$ cat src/rtl/godson_rst_seq_pkg.sv
`default_nettype none
// ============================================================================
//  Module   : godson_rst_pkg
//  Purpose  : State encoding, reset-cause codes and output decode shared by
//             the godson reset sequencer.
//  Revision : 1.0  initial release
// ============================================================================
package godson_rst_pkg;

  // Sequencer states (3-bit encoding)
  localparam logic [2:0] ST_POR    = 3'd0;
  localparam logic [2:0] ST_LOCK   = 3'd1;
  localparam logic [2:0] ST_SYS    = 3'd2;
  localparam logic [2:0] ST_PERIPH = 3'd3;
  localparam logic [2:0] ST_CPU    = 3'd4;
  localparam logic [2:0] ST_RUN    = 3'd5;
  localparam logic [2:0] ST_WARM   = 3'd6;

  typedef logic [1:0] cause_t;

  localparam cause_t CAUSE_POR  = 2'b00;
  localparam cause_t CAUSE_WDT  = 2'b01;
  localparam cause_t CAUSE_SW   = 2'b10;
  localparam cause_t CAUSE_LOCK = 2'b11;

  typedef struct packed {
    logic sys_rstn;
    logic periph_rstn;
    logic cpu_rstn;
    logic boot_done;
  } rst_out_t;

  // Reset-line levels implied by a state
  function automatic rst_out_t decode_state(input logic [2:0] st);
    rst_out_t o;
    o = '0;
    case (st)
      ST_SYS:    o.sys_rstn = 1'b1;
      ST_PERIPH,
      ST_CPU: begin
        o.sys_rstn    = 1'b1;
        o.periph_rstn = 1'b1;
      end
      ST_RUN:    o = 4'b1111;
      ST_WARM:   o.sys_rstn = 1'b1;
      default:   o = '0;
    endcase
    return o;
  endfunction

endpackage
`default_nettype wire

$ cat src/rtl/godson_rst_seq_if.sv
`default_nettype none
// ============================================================================
//  Module   : godson_rst_seq_if
//  Purpose  : Board/SoC-side signal bundle of the reset sequencer.
//             slave  = the sequencer itself, master = the surrounding system.
//  Revision : 1.0  initial release
// ============================================================================
interface godson_rst_seq_if;
  import godson_rst_pkg::*;

  logic   pll_lock;
  logic   dbg_hold;
  logic   wdt_rst_req;
  logic   sw_rst_req;
  logic   sys_rstn;
  logic   periph_rstn;
  logic   cpu_rstn;
  logic   boot_done;
  logic   lock_fail;
  cause_t rst_cause;

  modport slave (
    input  pll_lock, dbg_hold, wdt_rst_req, sw_rst_req,
    output sys_rstn, periph_rstn, cpu_rstn, boot_done, lock_fail, rst_cause
  );

  modport master (
    output pll_lock, dbg_hold, wdt_rst_req, sw_rst_req,
    input  sys_rstn, periph_rstn, cpu_rstn, boot_done, lock_fail, rst_cause
  );
endinterface
`default_nettype wire

$ cat src/rtl/godson_rst_seq_sync2.sv
`default_nettype none
// ============================================================================
//  Module   : godson_sync2
//  Purpose  : Two-flop synchroniser with asynchronous clear to 0.
//  Revision : 1.0  initial release
// ============================================================================
module godson_sync2 (
  input  wire logic i_clk,
  input  wire logic i_rst_n,
  input  wire logic i_d,
  output logic      o_q
);

  logic r_meta;
  logic r_q;

  // Two-stage capture of the asynchronous input
  always_ff @(posedge i_clk or negedge i_rst_n) begin
    if (!i_rst_n) begin
      r_meta <= 1'b0;
      r_q    <= 1'b0;
    end else begin
      r_meta <= i_d;
      r_q    <= r_meta;
    end
  end

  assign o_q = r_q;

endmodule
`default_nettype wire

$ cat src/rtl/godson_rst_seq.sv
`default_nettype none
// ============================================================================
//  Module   : godson_rst_seq
//  Purpose  : Staged reset sequencer: POR -> PLL lock -> SYS -> PERIPH -> CPU
//             -> RUN, with debug hold, warm resets and lock-loss recovery.
//  Revision : 1.0  initial release
// ============================================================================
module godson_rst_seq
  import godson_rst_pkg::*;
#(
  parameter int STAGE_DLY  = 16,
  parameter int LOCK_TMO   = 4096,
  parameter int WARM_PULSE = 8,
  parameter int CNT_W      = 13
) (
  input  wire logic          CLK50M,
  input  wire logic          RSTN,
  godson_rst_seq_if.slave    bus
);

  // Terminal counts: a timed stage of N cycles leaves when the counter is N-1
  localparam logic [CNT_W-1:0] c_stg_last  = CNT_W'(STAGE_DLY - 1);
  localparam logic [CNT_W-1:0] c_tmo_last  = CNT_W'(LOCK_TMO - 1);
  localparam logic [CNT_W-1:0] c_warm_last = CNT_W'(WARM_PULSE - 1);

  logic [2:0]       r_state;
  logic [2:0]       w_next;
  logic [CNT_W-1:0] r_cnt;
  logic             w_lock_s;
  logic             w_lock_tmo;
  logic             w_timed;
  cause_t           w_cause;
  cause_t           r_cause;
  logic             r_lock_fail;
  rst_out_t         r_out;
  rst_out_t         w_out;

  godson_sync2 u_lock_sync (
    .i_clk   (CLK50M),
    .i_rst_n (RSTN),
    .i_d     (bus.pll_lock),
    .o_q     (w_lock_s)
  );

  // Next-state, lock-timeout flag and next reset cause
  always_comb begin
    w_next     = r_state;
    w_lock_tmo = 1'b0;
    w_cause    = r_cause;
    case (r_state)
      ST_POR:    if (r_cnt == c_stg_last) w_next = ST_LOCK;
      ST_LOCK: begin
        if (w_lock_s) begin
          w_next = ST_SYS;
        end else if (r_cnt == c_tmo_last) begin
          w_next     = ST_SYS;
          w_lock_tmo = 1'b1;
        end
      end
      ST_SYS:    if (r_cnt == c_stg_last) w_next = ST_PERIPH;
      ST_PERIPH: if (r_cnt == c_stg_last) w_next = ST_CPU;
      ST_CPU:    if (!bus.dbg_hold) w_next = ST_RUN;
      ST_RUN: begin
        if (!w_lock_s) begin
          w_next  = ST_LOCK;
          w_cause = CAUSE_LOCK;
        end else if (bus.wdt_rst_req) begin
          w_next  = ST_WARM;
          w_cause = CAUSE_WDT;
        end else if (bus.sw_rst_req) begin
          w_next  = ST_WARM;
          w_cause = CAUSE_SW;
        end
      end
      ST_WARM:   if (r_cnt == c_warm_last) w_next = ST_PERIPH;
      default:   w_next = ST_POR;
    endcase
  end

  // Only timed stages advance the counter; CPU/RUN keep it at zero
  always_comb begin
    w_timed = (r_state == ST_POR)    || (r_state == ST_LOCK) ||
              (r_state == ST_SYS)    || (r_state == ST_PERIPH) ||
              (r_state == ST_WARM);
    w_out   = decode_state(w_next);
  end

  // State, counter and registered outputs (decoded from next state)
  always_ff @(posedge CLK50M or negedge RSTN) begin
    if (!RSTN) begin
      r_state     <= ST_POR;
      r_cnt       <= '0;
      r_cause     <= CAUSE_POR;
      r_lock_fail <= 1'b0;
      r_out       <= '0;
    end else begin
      r_state <= w_next;
      if (w_next != r_state) begin
        r_cnt <= '0;
      end else if (w_timed) begin
        r_cnt <= r_cnt + 1'b1;
      end
      r_cause <= w_cause;
      if (w_lock_tmo) begin
        r_lock_fail <= 1'b1;
      end
      r_out <= w_out;
    end
  end

  assign bus.sys_rstn    = r_out.sys_rstn;
  assign bus.periph_rstn = r_out.periph_rstn;
  assign bus.cpu_rstn    = r_out.cpu_rstn;
  assign bus.boot_done   = r_out.boot_done;
  assign bus.lock_fail   = r_lock_fail;
  assign bus.rst_cause   = r_cause;

endmodule
`default_nettype wire

$ cat src/flat_wrapper.sv
// flat-port wrapper written by rule: the top's interface ports become plain ports
module godson_rst_seq_flat import godson_rst_pkg::*;
#(
  parameter int STAGE_DLY  = 16,
  parameter int LOCK_TMO   = 4096,
  parameter int WARM_PULSE = 8,
  parameter int CNT_W      = 13
)
  (CLK50M, RSTN, bus_pll_lock, bus_dbg_hold, bus_wdt_rst_req, bus_sw_rst_req, bus_sys_rstn, bus_periph_rstn, bus_cpu_rstn, bus_boot_done, bus_lock_fail, bus_rst_cause);
  godson_rst_seq_if bus_i ();
  input  wire logic CLK50M;
  input  wire logic RSTN;
  input wire logic [$bits(bus_i.pll_lock)-1:0] bus_pll_lock;
  input wire logic [$bits(bus_i.dbg_hold)-1:0] bus_dbg_hold;
  input wire logic [$bits(bus_i.wdt_rst_req)-1:0] bus_wdt_rst_req;
  input wire logic [$bits(bus_i.sw_rst_req)-1:0] bus_sw_rst_req;
  output wire logic [$bits(bus_i.sys_rstn)-1:0] bus_sys_rstn;
  output wire logic [$bits(bus_i.periph_rstn)-1:0] bus_periph_rstn;
  output wire logic [$bits(bus_i.cpu_rstn)-1:0] bus_cpu_rstn;
  output wire logic [$bits(bus_i.boot_done)-1:0] bus_boot_done;
  output wire logic [$bits(bus_i.lock_fail)-1:0] bus_lock_fail;
  output wire logic [$bits(bus_i.rst_cause)-1:0] bus_rst_cause;
  assign bus_i.pll_lock = bus_pll_lock;
  assign bus_i.dbg_hold = bus_dbg_hold;
  assign bus_i.wdt_rst_req = bus_wdt_rst_req;
  assign bus_i.sw_rst_req = bus_sw_rst_req;
  assign bus_sys_rstn = bus_i.sys_rstn;
  assign bus_periph_rstn = bus_i.periph_rstn;
  assign bus_cpu_rstn = bus_i.cpu_rstn;
  assign bus_boot_done = bus_i.boot_done;
  assign bus_lock_fail = bus_i.lock_fail;
  assign bus_rst_cause = bus_i.rst_cause;
  godson_rst_seq #(.STAGE_DLY(STAGE_DLY), .LOCK_TMO(LOCK_TMO), .WARM_PULSE(WARM_PULSE), .CNT_W(CNT_W)) u_core (.CLK50M(CLK50M), .RSTN(RSTN), .bus(bus_i));
endmodule
$ cat config.mk
export PLATFORM = sky130hd
export DESIGN_NAME = godson_rst_seq_flat
export DESIGN_NICKNAME = d
export VERILOG_FILES = /design/src/rtl/godson_rst_seq_pkg.sv /design/src/rtl/godson_rst_seq_if.sv /design/src/rtl/godson_rst_seq_sync2.sv /design/src/rtl/godson_rst_seq.sv /design/src/flat_wrapper.sv
export SDC_FILE = /design/constraint.sdc
export NUM_CORES = 1
export LEC_CHECK = 0
export ABC_AREA = 1
export BUFFER_PORTS_ARGS = -buffer_cell sky130_fd_sc_hd__buf_4
export CELL_PAD_IN_SITES_DETAIL_PLACEMENT = 1
export CELL_PAD_IN_SITES_GLOBAL_PLACEMENT = 1
export CORE_MARGIN = 2
export CORE_UTILIZATION = 35
export DETAILED_ROUTE_END_ITERATION = 16
export HOLD_SLACK_MARGIN = 0.05
export PLACE_DENSITY_LB_ADDON = 0.05
export SYNTH_ARGS = -nofsm -noshare
export SYNTH_HDL_FRONTEND = slang
export SYNTH_SLANG_ARGS = --single-unit
$ cat constraint.sdc
create_clock -name CLK50M -period 3.88 [get_ports CLK50M]
set_input_delay 0.388 -clock CLK50M [delete_from_list [all_inputs] [get_ports CLK50M]]
set_output_delay 0.388 -clock CLK50M [all_outputs]
set_load 0.1 [all_outputs]
==> results of run 1 <==
per-stage QoR:
| step | util | instance area [um2] | hold WS, ns |
|---|---|---|---|
| global route | 0.422 | 1530 | 0.211 |
| finish | 0.422 | 1530 | 0.226 |
| global placement | 0.400 | 1450 | 0.306 |
| floorplan | - | 1320 | 0.0924 |
| CTS | 0.422 | 1530 | 0.219 |
| detailed placement | 0.400 | 1450 | 0.306 |
kinds of logic (layout without fill, tap and decap cells):
group                    after synthesis  after routing  share of synthesized area
XOR/XNOR                              11             11                     0.0729
AO/OA/AOI/OAI                         12             12                     0.0644
multiplexers                           1              1                    0.00758
adder cells (fa/ha/maj)                1              1                    0.00947
AND/OR/NAND/NOR                       91             91                      0.326
flip-flops                            24             24                      0.455
buffers and inverters                 20             35                     0.0653
final cells by class:
| type | instances | area [um2] | area share |
|---|---|---|---|
| inverter | 18 | 67.6 | 0.0440 |
| multi-input combinational | 116 | 634 | 0.414 |
| sequential | 24 | 601 | 0.392 |
| clock inverter | 1 | 30.0 | 0.0196 |
| clock buffer | 3 | 41.3 | 0.0269 |
| tap | 48 | 60.1 | 0.0392 |
| timing repair buffer | 13 | 100 | 0.0653 |
where the power goes:
part / switching (mW) / internal (mW)
logic: 0.311 / 0.114
clock network: 0.0792 / 0.138
registers: 0.0422 / 0.300
total: 0.433 / 0.552
repair_timing:
| item | CTS | global route |
|---|---|---|
| hold buffers | 1 | 0 |
| endpoints found under the hold margin | 24 | 0 |
| endpoints found under the setup margin | 0 | 0 |
layout by cell type (no fill, tap or decap):
master,instances
dfrtp_1,24
nor2_2,12
a31o_2,1
nand3_1,12
nor3_2,2
clkbuf_8,3
nor4_1,1
inv_2,3
a21o_1,1
mux2i_1,1
o21ai_0,3
dlygate4sd3_1,1
ha_1,1
a31oi_1,2
nor2_1,24
bufinv_16,1
or2_1,1
nand3_2,2
inv_1,15
nand2_2,3
o211ai_1,2
nor3_1,3
o21bai_1,1
xor2_1,8
o21bai_2,1
buf_4,12
nand2_1,30
a21boi_0,1
xnor2_1,3
or2_2,1
path summary, 6_finish.rpt:
kind	to	slack (ns)	cells past startpoint
max	u_core.r_cnt[3]	1.88	9
max in group asynchronous	u_core.r_state[2]	3.10	2
min in group asynchronous	u_core.r_cnt[10]	0.55	2
min	u_core.u_lock_sync.r_meta	0.23	1
min reg2reg	u_core.u_lock_sync.o_q	0.36	0
max reg2reg	u_core.r_cnt[3]	1.88	9
metal layers:
layer	vias up	wire [um]	GRT usage
li1	534	-	-
met1	513	1360	0.203
met3	2	61	0.0257
met5	-	0	0
met2	8	1440	0.267
met4	0	17	0.0391
state kept, by name (all words and copies together), names as in the netlist:
name / count
u_core.bus.lock_fail: 1
u_core.bus.rst_cause: 2
u_core.r_state: 3
u_core.u_lock_sync.o_q: 1
u_core.r_cnt: 13
u_core.u_lock_sync.r_meta: 1
u_core.bus.boot_done: 1
u_core.bus.sys_rstn: 1
u_core.bus.periph_rstn: 1
==> flow_summary.ini, run 1 <==
[status]
outcome = complete, no violations

[logic_synthesis]
ys_seq_elements = 24
synth_top_cell_area_share = 0.455
synth_cell_types = 28
synth-main-ff-cell = dfrtp_1
yosys-top-cells-count = nand2_1 (30), dfrtp_1 (24), nor2_1 (24)
syn_inst = 160
synth_top_cell_by_area = dfrtp_1
synth.most_common_cell = nand2_1
synth.area.top_cells = dfrtp_1 (45%), nand2_1 (8.5%), nor2_1 (6.8%)
yosysWarnings = 0
syn_area_um2 = 1320
yosysSeqAreaShare = 0.455
syn-num-nets = 167
async_flop_share = 1.00
syn_avg_cell_area_um2 = 8.26
synth_edf_count = 0

[route]
route.detailed.drc = 0
drt_iter0_drc = 30
dr.pass1.iters = 4
vias = 1057
avgViaCountPerCell = 4.74
wl_per_cell_um = 12.9
wl_um = 2880
ant_nets = 0

[min_path]
hp-start = bus_pll_lock
hold_path.class = in -> reg

[sta]
fmax_ghz = 0.499
relSlewSlack = 0.742
fin_crit_sh = 0.516
finalHoldViolCount = 0
worst_pin_slew_ns = 0.386
finalSetupViolCount = 0
period_minus_slack_ns = 2.00
setup_tns_ns = 0
fin_skew_ns = 0.00366
rsz0062_at_grt = false
slew_viol_final = 0
fin_ws_ns = 1.88

[job]
maxCapViolCount = 0

[finish]
insertedDiodeCount = 0
drive_above_1_share = 0.234
syn_to_final_growth_pct = 16.1
nets = 183
finalNonFillerCells = 223
fillCellCount = 456

[setup_path]
cp.required_ns = 4.07
end_kind = flop
reg2reg_from = u_core.r_cnt[1]
crit_family = simple AND/OR/NAND/NOR gates
start_kind = flop
path_class = reg -> reg
crit_chain = ha_1, nand3_1, nor2_1, nand2_1, nand2_1, nand3_2, o21bai_2, nand3_2, nor2_1
worst-path-max-fanout = 13
startpoint = u_core.r_cnt[1]
critical-path-max-stage-delay_ns = 0.37
cp_slowest_cell = dfrtp_1
cp_num_buf_inv = 0
critPathArrivalTime_ns = 2.19

[floorplan]
rows = 22
start_util = 0.364
die_w_um = 65.4
io_pins = 13
core_um2 = 3630
chipHeight_um = 65.4
die_area_um2 = 4280

[placement]
dpl.cell_count = 218
gp_congestion = 0.837
dpl.hpwl_um = 2230
io_buffers = 12
place_ws_ns = 1.87

[power_and_ir_drop]
max-vdd-ir-drop_v = 0.000224
total_power_mw = 0.985
p_leak_nw = 0.724
powerDensity_nw_per_um2 = 642

[cts]
tritoncts = done
cts-resized-gates = 0
cts_buffers = 3
cts.sinks = 24
path_clk_slew_ns = 0.09
clk_latency_ns = 0.26
clockRootBuffer = clkbuf_8
cts_max_level = 1
clockBufferDepth = 2
cts_setup_buffers = 0

[grt]
overflow = 0
track_usage = 0.155
grt_pass1_wl_um = 5060
antenna_found_initial = 0
grt_max_degree = 25
grt_pass1_vias = 1126
(Power assumes the default switching activity.)
==> run 2: changes to the inputs <==
- ABC_AREA: 1 -> 0
- clock period: 3.88 -> 1.95 ns (I/O delays scaled with it)
==> flow_summary.ini, run 2 <==
[cts]
cts.sinks = 24
tritoncts = done
path_clk_slew_ns = 0.12
cts_buffers = 3
clk_latency_ns = 0.32
cts_max_level = 1
clockBufferDepth = 2
clockRootBuffer = clkbuf_4

[setup_path]
critPathArrivalTime_ns = 2.43
start_kind = flop
worst-path-max-fanout = 7
path_class = reg -> reg
cp.required_ns = 2.16
end_kind = flop

[grt]
track_usage = 0.187
grt_pass1_wl_um = 5820
antenna_found_initial = 0
grt_pass1_vias = 1241
grt_max_degree = 25
overflow = 0

[job]
maxCapViolCount = 0

[finish]
regMostFlops = u_core.r_cnt
multiInputGateArea_um2 = 751
final_common_cell = buf_4
regArea_um2 = 601
largest_reg_flops = 13
syn_to_final_growth_pct = 46.2
fin_area_um2 = 1840
nets = 175
drive_above_1_share = 0.434
final_util = 0.543
final_cell_mix = buf_4 (40), dfrtp_1 (24), nand2_1 (10), nor3_2 (10), xor2_1 (8)
insertedDiodeCount = 0
finalNonFillerCells = 212
fillCellCount = 365

[logic_synthesis]
synth_top_cell_by_area = dfrtp_1
synth_top_cell_area_share = 0.477
async_flop_share = 1.00
synth.area.top_cells = dfrtp_1 (48%), xor2_1 (5.6%), nor3_1 (4.8%)
syn_area_um2 = 1260
ys_seq_elements = 24
synth.most_common_cell = dfrtp_1
yosys-top-cells-count = dfrtp_1 (24), nor3_1 (12), nand2_1 (10)
yosysSeqAreaShare = 0.477
synth_cell_types = 37
syn_inst = 122
synth-main-ff-cell = dfrtp_1
yosysWarnings = 0
syn_avg_cell_area_um2 = 10.3
synth_edf_count = 0
syn-num-nets = 129

[sta]
finalSetupViolCount = 19
fin_crit_sh = 1.14
setup_tns_ns = -3.95
slew_viol_final = 0
relSlewSlack = 0.475
period_minus_slack_ns = 2.22
worst_pin_slew_ns = 0.778
finalHoldViolCount = 0
fmax_ghz = 0.451
fin_ws_ns = -0.266
fin_skew_ns = 0.00436
rsz0062_at_grt = true

[route]
ant_nets = 0
wl_um = 3400
dr.pass1.iters = 4
vias = 1108
wl_per_cell_um = 16.0
drt_iter0_drc = 32
route.detailed.drc = 0
avgViaCountPerCell = 5.23

[power_and_ir_drop]
pwr-share-seq = 0.314
max-vdd-ir-drop_v = 0.000492
total_power_mw = 2.17
powerDensity_nw_per_um2 = 1180
clock_power_share = 0.101
p_sw_mw = 0.956
netSwitchingFraction = 0.440
combPwrFrac = 0.584
internal_power_mw = 1.22
p_leak_nw = 0.820

[min_path]
hold_path.class = in -> reg

[placement]
dpl_cell_area_um2 = 1650
dpl.cell_count = 201
io_buffers = 12
dpl.hpwl_um = 2340
gp_congestion = 0.735

[floorplan]
rows = 21
die_area_um2 = 4100
io_pins = 13
core_um2 = 3390
die_w_um = 64
start_util = 0.372
chipHeight_um = 64

[status]
violations = negative setup slack
outcome = finished with violations
run 2: cell count changes in the layout (fill, tap and decap cells not counted), moves of 4 or more:
cell | before | now
a21oi_1 | 0 | 5
buf_4 | 12 | 40
inv_1 | 15 | 3
nand2_1 | 30 | 10
nand3_1 | 12 | 7
nor2_1 | 24 | 4
nor2_2 | 12 | 0
nor3_2 | 2 | 10
nor4_2 | 0 | 4
run 2: cell families (layout without fill, tap and decap cells):
logic type / count (synthesis) / after routing / synth area share
simple gates: 58 / 58 / 0.286
flops: 24 / 24 / 0.477
compound gates: 16 / 16 / 0.0854
xor+xnor: 12 / 12 / 0.0834
buf+inv: 8 / 52 / 0.0338
mux: 3 / 3 / 0.0248
fa+ha+maj: 1 / 1 / 0.00993
run 2: area by class of cell:
class                           count  share of cell area
Tap cell                           46              0.0312
Inverter                            3             0.00611
Clock buffer                        3              0.0122
Timing Repair Buffer               46               0.217
Sequential cell                    24               0.326
Multi-Input combinational cell     90               0.408
run 2: power groups by stage:
stage               sequential, mW  combinational [mW]  clock [mW]
floorplan                    0.871               0.455           0
global placement             0.687                1.04           0
detailed placement           0.690                1.07           0
CTS                          0.683                1.22       0.231
global route                 0.700                1.35       0.255
finish                       0.683                1.27       0.220
run 2: path summary, 6_finish.rpt:
kind,from,to,slack [ns],depth (start not counted)
worst max-delay path,u_core.r_cnt[7],u_core.r_cnt[10],-0.27,8
worst min-delay path,bus_wdt_rst_req,u_core.bus.rst_cause[1],0.18,4
worst max register to register,u_core.r_cnt[7],u_core.r_cnt[10],-0.27,8
worst min register to register,u_core.u_lock_sync.r_meta,u_core.u_lock_sync.o_q,0.37,0
max in group asynchronous,RSTN,u_core.bus.lock_fail,1.42,2
min in group asynchronous,RSTN,u_core.r_cnt[5],0.29,2
run 2: worst max-delay path: stages, from the launching register on:
cell and delay (ns):
dfrtp_1 0.40, or4_4 0.54, or3_4 0.43, buf_4 0.16, nor3_4 0.11, a311o_1 0.16, buf_6 0.13, buf_12 0.13
nor3_2 0.05
run 2: routing by layer:
layer / global-route usage / up-vias / wire (um)
met3: 0.0335 / 5 / 100
met4: 0.0652 / 0 / 49
li1: - / 536 / -
met1: 0.211 / 552 / 1450
met5: 0 / - / 0
met2: 0.350 / 15 / 1800
run 2: repair_timing:
item | CTS | global route
endpoints found under the hold margin | 25 | 0
hold buffers | 2 | 0
endpoints found under the setup margin | 18 | 19
gates cloned | 1 | 0
resized for setup | 12 | 3
setup buffers | 4 | 1
pin swaps | 4 | 0
run 2: metrics by stage:
| step | setup WS, ns | hold slack [ns] |
|---|---|---|
| 4_1_cts | -0.268 | 0.165 |
| 2_1_floorplan | -0.304 | -0.101 |
| 3_5_place_dp | -0.289 | 0.118 |
| 6_report | -0.266 | 0.176 |
| 3_3_place_gp | -0.221 | 0.109 |
| 5_1_grt | -0.365 | 0.164 |
